==> src/rtl/load_store_unit_pkg.sv <==
// Shared definitions for the load/store unit: funct3 codes, FSM state type
// and the request fault classifier used at accept time.
package load_store_unit_pkg;

  localparam logic [2:0] F3_B  = 3'd0;
  localparam logic [2:0] F3_H  = 3'd1;
  localparam logic [2:0] F3_W  = 3'd2;
  localparam logic [2:0] F3_BU = 3'd4;
  localparam logic [2:0] F3_HU = 3'd5;

  typedef enum logic [1:0] {
    S_IDLE  = 2'd0,
    S_READ  = 2'd1,
    S_WRITE = 2'd2,
    S_RESP  = 2'd3
  } lsu_state_e;

  // Illegal funct3 or misaligned address; such requests never touch memory.
  function automatic logic lsu_fault(input logic       is_store,
                                     input logic [2:0] funct3,
                                     input logic [1:0] lane);
    logic illegal;
    logic misaligned;
    illegal    = is_store ? (funct3 > F3_W) : ((funct3 == 3'd3) || (funct3 > F3_HU));
    misaligned = 1'b0;
    case (funct3)
      F3_H, F3_HU: misaligned = lane[0];
      F3_W:        misaligned = |lane;
      default:     misaligned = 1'b0;
    endcase
    return illegal || misaligned;
  endfunction

endpackage

==> src/rtl/load_store_unit_align.sv <==
// Combinational lane logic: extracts and extends load data from a memory word,
// and merges sub-word store data into the word read for read-modify-write.
module load_store_unit_align
  import load_store_unit_pkg::*;
(
  input  logic [2:0]  i_funct3,
  input  logic [1:0]  i_lane,
  input  logic [31:0] i_rword,
  input  logic [31:0] i_wdata,
  output logic [31:0] o_load_data,
  output logic [31:0] o_store_word
);

  logic [7:0]  w_byte;
  logic [15:0] w_half;

  // NOTE: every combinational output gets a default first so no path can infer a latch.
  always_comb begin
    w_byte       = i_rword[{i_lane, 3'b000} +: 8];
    w_half       = i_lane[1] ? i_rword[31:16] : i_rword[15:0];
    o_load_data  = i_rword;
    o_store_word = i_wdata;
    case (i_funct3)
      F3_B: begin
        o_load_data  = {{24{w_byte[7]}}, w_byte};
        o_store_word = i_rword;
        o_store_word[{i_lane, 3'b000} +: 8] = i_wdata[7:0];
      end
      F3_H: begin
        o_load_data  = {{16{w_half[15]}}, w_half};
        o_store_word = i_lane[1] ? {i_wdata[15:0], i_rword[15:0]}
                                 : {i_rword[31:16], i_wdata[15:0]};
      end
      F3_BU:   o_load_data = {24'd0, w_byte};
      F3_HU:   o_load_data = {16'd0, w_half};
      default: o_load_data = i_rword;
    endcase
  end

endmodule

==> src/rtl/load_store_unit.sv <==
// Load/store unit: one request in flight, sub-word stores by read-modify-write.
// Define LSU_PERF_CNT_EN to build the load/store/fault performance counters.
module load_store_unit
  import load_store_unit_pkg::*;
#(
  parameter int ADDR_W = 32,
  parameter int CNT_W  = 32
) (
  input  logic              clk,
  input  logic              reset,
  input  logic              req_valid,
  output logic              req_ready,
  input  logic              req_is_store,
  input  logic [2:0]        req_funct3,
  input  logic [ADDR_W-1:0] req_addr,
  input  logic [31:0]       req_wdata,
  output logic              resp_valid,
  output logic [31:0]       resp_rdata,
  output logic              resp_fault,
  output logic              mem_read,
  output logic              mem_write,
  output logic [ADDR_W-1:0] mem_address,
  output logic [31:0]       mem_write_data,
  input  logic [31:0]       mem_read_data,
  output logic [CNT_W-1:0]  load_count,
  output logic [CNT_W-1:0]  store_count,
  output logic [CNT_W-1:0]  fault_count
);

  lsu_state_e  r_state;
  logic        r_is_store;
  logic [2:0]  r_funct3;
  logic [1:0]  r_lane;
  logic [31:0] r_wdata;

  logic        w_fault;
  logic [31:0] w_load_data;
  logic [31:0] w_store_word;

  assign w_fault = lsu_fault(req_is_store, req_funct3, req_addr[1:0]);

  load_store_unit_align u_align (
    .i_funct3     (r_funct3),
    .i_lane       (r_lane),
    .i_rword      (mem_read_data),
    .i_wdata      (r_wdata),
    .o_load_data  (w_load_data),
    .o_store_word (w_store_word)
  );

  // NOTE: sequential state uses non-blocking assignments so every flop samples pre-edge values.
  always_ff @(posedge clk) begin
    if (reset) begin
      r_state        <= S_IDLE;
      r_is_store     <= 1'b0;
      r_funct3       <= 3'd0;
      r_lane         <= 2'd0;
      r_wdata        <= 32'd0;
      req_ready      <= 1'b1;
      resp_valid     <= 1'b0;
      resp_rdata     <= 32'd0;
      resp_fault     <= 1'b0;
      mem_read       <= 1'b0;
      mem_write      <= 1'b0;
      mem_address    <= '0;
      mem_write_data <= 32'd0;
    end else begin
      case (r_state)
        S_IDLE: begin
          if (req_valid) begin
            r_is_store <= req_is_store;
            r_funct3   <= req_funct3;
            r_lane     <= req_addr[1:0];
            r_wdata    <= req_wdata;
            req_ready  <= 1'b0;
            if (w_fault) begin
              r_state    <= S_RESP;
              resp_valid <= 1'b1;
              resp_fault <= 1'b1;
              resp_rdata <= 32'd0;
            end else begin
              mem_address <= {req_addr[ADDR_W-1:2], 2'b00};
              // Only a full-word store can skip the read; SB/SH need the old word.
              if (req_is_store && (req_funct3 == F3_W)) begin
                r_state        <= S_WRITE;
                mem_write      <= 1'b1;
                mem_write_data <= req_wdata;
              end else begin
                r_state  <= S_READ;
                mem_read <= 1'b1;
              end
            end
          end
        end
        S_READ: begin
          mem_read <= 1'b0;
          if (r_is_store) begin
            r_state        <= S_WRITE;
            mem_write      <= 1'b1;
            mem_write_data <= w_store_word;
          end else begin
            r_state    <= S_RESP;
            resp_valid <= 1'b1;
            resp_rdata <= w_load_data;
          end
        end
        S_WRITE: begin
          mem_write  <= 1'b0;
          r_state    <= S_RESP;
          resp_valid <= 1'b1;
          resp_rdata <= 32'd0;
        end
        default: begin
          r_state    <= S_IDLE;
          resp_valid <= 1'b0;
          resp_fault <= 1'b0;
          resp_rdata <= 32'd0;
          req_ready  <= 1'b1;
        end
      endcase
    end
  end

`ifdef LSU_PERF_CNT_EN
  always_ff @(posedge clk) begin
    if (reset) begin
      load_count  <= '0;
      store_count <= '0;
      fault_count <= '0;
    end else if (r_state == S_RESP) begin
      if (resp_fault)      fault_count <= fault_count + CNT_W'(1);
      else if (r_is_store) store_count <= store_count + CNT_W'(1);
      else                 load_count  <= load_count + CNT_W'(1);
    end
  end
`else
  assign load_count  = '0;
  assign store_count = '0;
  assign fault_count = '0;
`endif

endmodule

==> config.mk <==
export PLATFORM = sky130hd
export DESIGN_NAME = load_store_unit
export DESIGN_NICKNAME = d
export VERILOG_FILES = /design/src/rtl/load_store_unit_pkg.sv /design/src/rtl/load_store_unit_align.sv /design/src/rtl/load_store_unit.sv
export SDC_FILE = /design/constraint.sdc
export NUM_CORES = 1
export LEC_CHECK = 0
export ABC_AREA = 1
export BUFFER_PORTS_ARGS = -buffer_cell sky130_fd_sc_hd__buf_2
export CAP_MARGIN = 20
export CORE_ASPECT_RATIO = 0.6
export CORE_MARGIN = 2
export CORE_UTILIZATION = 55
export CTS_CLUSTER_SIZE = 14
export DETAILED_ROUTE_END_ITERATION = 6
export HOLD_SLACK_MARGIN = 0.03
export PLACE_DENSITY_LB_ADDON = 0.08
export RECOVER_POWER = 25
export SYNTH_ARGS = -nofsm -noshare
export SYNTH_HDL_FRONTEND = slang
export SYNTH_HIERARCHICAL = 1
export SYNTH_SLANG_ARGS = --single-unit
==> constraint.sdc <==
create_clock -name clk -period 6.4 [get_ports clk]
set_input_delay 0.32 -clock clk [delete_from_list [all_inputs] [get_ports clk]]
set_output_delay 0.32 -clock clk [all_outputs]
set_load 0.01 [all_outputs]
# Word level (Yosys, flattened, before mapping)
# Cells that the tools add are included.
# totals
register_bits,139
latch_bits,0
ram_bits,0
romBits,0
in_bits,103
out_inout_bits,197
word_cells,92
n_memories,0
# classes
addsub,1
n_mul,0
div_mod_pow,0
n_lt_le_gt_ge,2
eq_ne,16
n_shift,3
mux,37
bitwise,2
n_reduce_logical,18
# ops
cell,n
$mux W32,8
$pmux W32 S2,3
$pmux W32 S4,1
$bwmux W32,1
$shift A8 B7 Y32 const A,1
$shiftx A32 B6 Y8,1
$shiftx A8 B7 Y32,1
$mux W16,1
$ne A2 B2 Y1 const B,7
$mux W1,13
$reduce_and A5 Y1,2
$eq A3 B3 Y1 const B,3
$reduce_and A3 Y1,3
$pmux W1 S2,4
$neg A5 Y7,1
$eq A3 B1 Y1 const B,2
$eq A3 B2 Y1 const B,2
$mux W2,3
$pmux W1 S3,2
$pmux W2 S3,1
$reduce_or A2 Y1,3
$reduce_and A2 Y1,2
$reduce_and A4 Y1,1
$gt A3 B2 Y1 const B,1
other kinds (10),12

# Logic depth before layout (Yosys ltp)
# logic_depth
ltp_word,7
mapped_depth,13
mapped_depth_nobuf,12

# Modules after synthesis
# The synthesis kept the hierarchy.
# by_module_without_submodules
module,instances,cells_each,area_per_inst_um2,seq_area_each_um2
load_store_unit,1,833,6403.6,2782.7
load_store_unit_align,1,428,2080.7,0.0

# Worst setup path after synthesis
# No wires, ideal clock.
# synth_path
path_kind,register to register
startpoint,register r_lane[1]
endpoint,register mem_write_data[13]
setup_ns,0.115
arrival_time_ns,1.969
required_ns,6.285
setup_slack_ns,4.316
path_stages_with_launch,13
n_path_buf,2
synth_period_minus_slack_ns,2.084
cell_sequence,dfxtp_1 -> inv_2 -> clkbuf_1 -> ha_1 -> nand2_1 -> clkbuf_1 -> o21ai_0 -> nand3_1 -> o211ai_1 -> mux2i_1 -> nand3_1 -> nand2_1 -> nor2_1
# synth_via
elab_chain_cells,6
word_cells_on_any_way,8
classes_between,add/sub: 1; shift: 2; mux: 5
# synth_rtl
element,line,rtl
start: declaration,load_store_unit.sv:33,logic [1:0] r_lane;
start signal: assignment,load_store_unit.sv:73,r_lane <= req_addr[1:0];
$neg A5 Y7,load_store_unit_align.sv:27,"o_store_word[{i_lane, 3'b000} +: 8] = i_wdata[7:0];"
$shiftx A8 B7 Y32 / $shift A8 B7 Y32 (equally long branches),load_store_unit_align.sv:27,
$bwmux W32,load_store_unit_align.sv:27,
$pmux W32 S2 *,load_store_unit_align.sv:23,case (i_funct3)
named net w_store_word[13],load_store_unit.sv:38,logic [31:0] w_store_word;
$mux W32 *,load_store_unit.sv:97,if (r_is_store) begin
$pmux W32 S2 *,load_store_unit.sv:68,case (r_state)
end signal: assignment,load_store_unit.sv:87,mem_write_data <= req_wdata;
end signal: assignment,load_store_unit.sv:100,mem_write_data <= w_store_word;
end: declaration,load_store_unit.sv:23,"output logic [31:0] mem_write_data,"
# Mark *: on every way through the listed nets, which the timed path passes. The rest lies on a longest branch. The select of a mux whose other input is x is not followed.
# A chain may end at the register's enable or synchronous reset.

# Final worst setup path
# layout_path
startpoint,register r_funct3[1]
endpoint,register mem_write_data[5]
# layout_via
elab_chain_cells,4
word_cells_on_any_way,5
classes_between,eq/ne: 1; mux: 3; reduce/logical: 1
# layout_rtl
element,line,rtl
start: declaration,load_store_unit.sv:32,logic [2:0] r_funct3;
start signal: assignment,load_store_unit.sv:72,r_funct3 <= req_funct3;
$eq A3 B1 Y1 / $logic_not A3 Y1 (equally long branches),load_store_unit_align.sv:23,
$pmux W32 S2 *,load_store_unit_align.sv:23,
named net w_store_word[5],load_store_unit.sv:38,
$mux W32 *,load_store_unit.sv:97,
$pmux W32 S2 *,load_store_unit.sv:68,
# Marked as above.

==> results.ini <==
[finish]
layout_commonest_cell=nand2_1
insertedDiodeCount=0
layout_common_cells=nand2_1 (277), nor2_1 (153), buf_2 (142)
finalNetCount=1521
layoutNonFillerInstCount=1624
drive_above_1_share_pct=15.41
syn2layout_area_growth_pct=12.99

[detailed_routing]
drc=0
drt-initial-drc-count=995
routed_wl_um=26140
via_per_inst=5.310
wl_per_cell_um=16.09
dr.pass1.iters=6
antenna_left=0
dr_total_vias=8624

[setup_path]
cp_slowest_cell=nand2_1
path_class=flip-flop to flip-flop
slowest_delay_ns=0.58
required_ns=6.75
worst_path_dominant_cell_family=simple AND/OR/NAND/NOR gates
startpoint_type=flip-flop
path_buf_inv=1
cp.arrival_ns=3.41
path_cells=inv_2, nand2_2, nor2_4, nand2_1, o211ai_1, nand2_1, o21ai_0, nor2_1, nor2_1
endpoint_kind=flip-flop
cp_max_fo=33

[placement]
gp_congestion=0.9617
dp.final_hpwl_um=19300
place_ws_ns=3.191
port_buffers=201
dp.cells=1589

[floorplanning]
core-area_um2=15200
num_rows=35
die_x_um=164.3
io_pins=300
die_area_um2=16470
fp.dieH_um=100.2
floorplan.initialDensity_pct=55.83

[timing]
relSlewSlack_pct=38.60
finalSetupViolations=0
maxSlewViolCount=0
min_period_ns=3.063
setup_tns_ns=0
worstMarginPinSlew_ns=0.9154
period_share_pct=47.86
rsz0062_at_grt=no
hold_violations=0
fin_ws_ns=3.337
skew_ns=0.009330
fmax_mhz=326.5

[clocking]
path_clk_slew_ns=0.06
numCtsBuffers=17
cts_sinks=139
insertion_delay_ns=0.42
clk_path_buf_depth=2
cts_setup_buffers=0
htree_levels=4
cts_resized=0
cts_tree=yes
postCtsHoldBufs=0
cts_root_buf=clkbuf_16

[grt]
grt_use_total_pct=30.94
grt_overflow=0
antenna_found_initial=0
grt_pass1_vias=7452
grt_pass1_wl_um=39850
grt_max_degree=69

[synth]
ys_ff_latch=139
synth.area.top_cells=dfxtp_1 (33%), nand2_1 (12%), buf_4 (9.2%), nor2_1 (6.8%), a21oi_1 (6.7%)
ys_seq_area_share_pct=32.80
synth_edf_count=0
netlist_area_um2=8484
yosys_warnings=6
yosysUniqueCellTypes=32
synth_ff_type=dfxtp_1
synth_top_cell_by_area=dfxtp_1
synth_top_area_share_pct=32.80
avgSynthCellArea_um2=6.728
ys_async_sr_fraction_pct=0
syn_inst=1261

[pwr]
ir_drop_mv=0.3779
p_leak_nw=4.310
powerDensity_nw_per_um2=441.4

[status]
status=finished clean

[run]
maxCapViolCount=0

[min_path]
hold_path.class=input pin to flip-flop

[per-stage QoR]
| step | utilization, % | hold WS [ns] | cell area (um2) | power, mW |
|---|---|---|---|---|
| global route | 63.09 | 0.1407 | 9587 | 4.519 |
| finish | 63.09 | 0.1478 | 9587 | 4.232 |
| detailed placement | 59.51 | 0.4503 | 9042 | 3.244 |
| floorplan | - | 0.4554 | 8848 | 2.788 |
| global placement | 59.51 | 0.4480 | 9042 | 3.215 |
| CTS | 63.15 | 0.1332 | 9595 | 4.180 |
[per-layer routing]
metal / GRT usage [%] / part of all wire (%) / vias to the layer above / routed length, um
li1: - / - / 4258 / -
met1: 48.90 / 49 / 3860 / 12800
met2: 40.75 / 38 / 475 / 10000
met3: 8.140 / 12 / 31 / 3058
met4: 7.085 / 1.1 / 0 / 276
met5: 0 / 0 / - / 0
[cells in the mapped netlist, types with 2 or more instances]
| library cell | number |
|---|---|
| a21oi_1 | 114 |
| buf_1 | 3 |
| buf_2 | 35 |
| buf_4 | 104 |
| buf_6 | 2 |
| clkbuf_1 | 37 |
| dfxtp_1 | 139 |
| ha_1 | 9 |
| inv_1 | 67 |
| inv_2 | 9 |
| mux2i_1 | 31 |
| nand2_1 | 277 |
| nand2_2 | 4 |
| nand3_1 | 75 |
| nand3_2 | 2 |
| nand3b_1 | 2 |
| nand4_1 | 33 |
| nor2_1 | 153 |
| nor2_2 | 4 |
| nor2_4 | 3 |
| nor3_1 | 2 |
| o211ai_1 | 41 |
| o21ai_0 | 90 |
| o21ai_1 | 5 |
| o21ai_2 | 9 |
| o31ai_1 | 5 |
[worst register-to-register path, cell delays in order, from the launching register on]
cell      delay, ns
dfxtp_1        0.47
inv_2          0.52
nand2_2        0.15
nor2_4         0.32
nand2_1        0.58
o211ai_1       0.52
nand2_1        0.11
o21ai_0        0.12
nor2_1         0.08
nor2_1         0.11
[cell families after synthesis]
logic type	share of synthesized area (%)
fa+ha+maj	1.327
mux	3.657
other cells	0.04420
compound gates	17.42
flops	32.80
buf+inv	16.71
simple gates	28.05
[path summary, 6_finish.rpt]
kind	start	end	slack [ns]	cells past startpoint
worst min register to register	resp_rdata[5]	resp_rdata[5]	0.46	2
worst max-delay path	r_funct3[1]	mem_write_data[5]	3.34	9
worst max register to register	r_funct3[1]	mem_write_data[5]	3.34	9
worst min-delay path	req_addr[4]	mem_address[4]	0.15	3
[final cells by class]
type | instances | area (um2)
clock inverter | 13 | 123.9
timing repair buffer | 213 | 1057
sequential | 139 | 2783
inverter | 77 | 289.0
tap | 203 | 254.0
multi-input combinational | 961 | 4651
fill | 1478 | 5609
clock buffer | 18 | 429.2
[registers in the layout (all words and copies together), names as in the netlist, 2 cells and up]
| register | cells |
|---|---|
| r_funct3 | 3 |
| mem_address | 30 |
| mem_write_data | 32 |
| r_wdata | 32 |
| r_state | 2 |
| r_lane | 2 |
| resp_rdata | 32 |
[power by group]
group	leakage [nW]	switching, mW	internal [mW]	total [mW]
Clock	0.268	0.398	0.536	0.933
Sequential	1.14	0.170	1.07	1.24
Combinational	2.91	1.40	0.655	2.06
No activity file was read; power rests on OpenSTA's default activity.
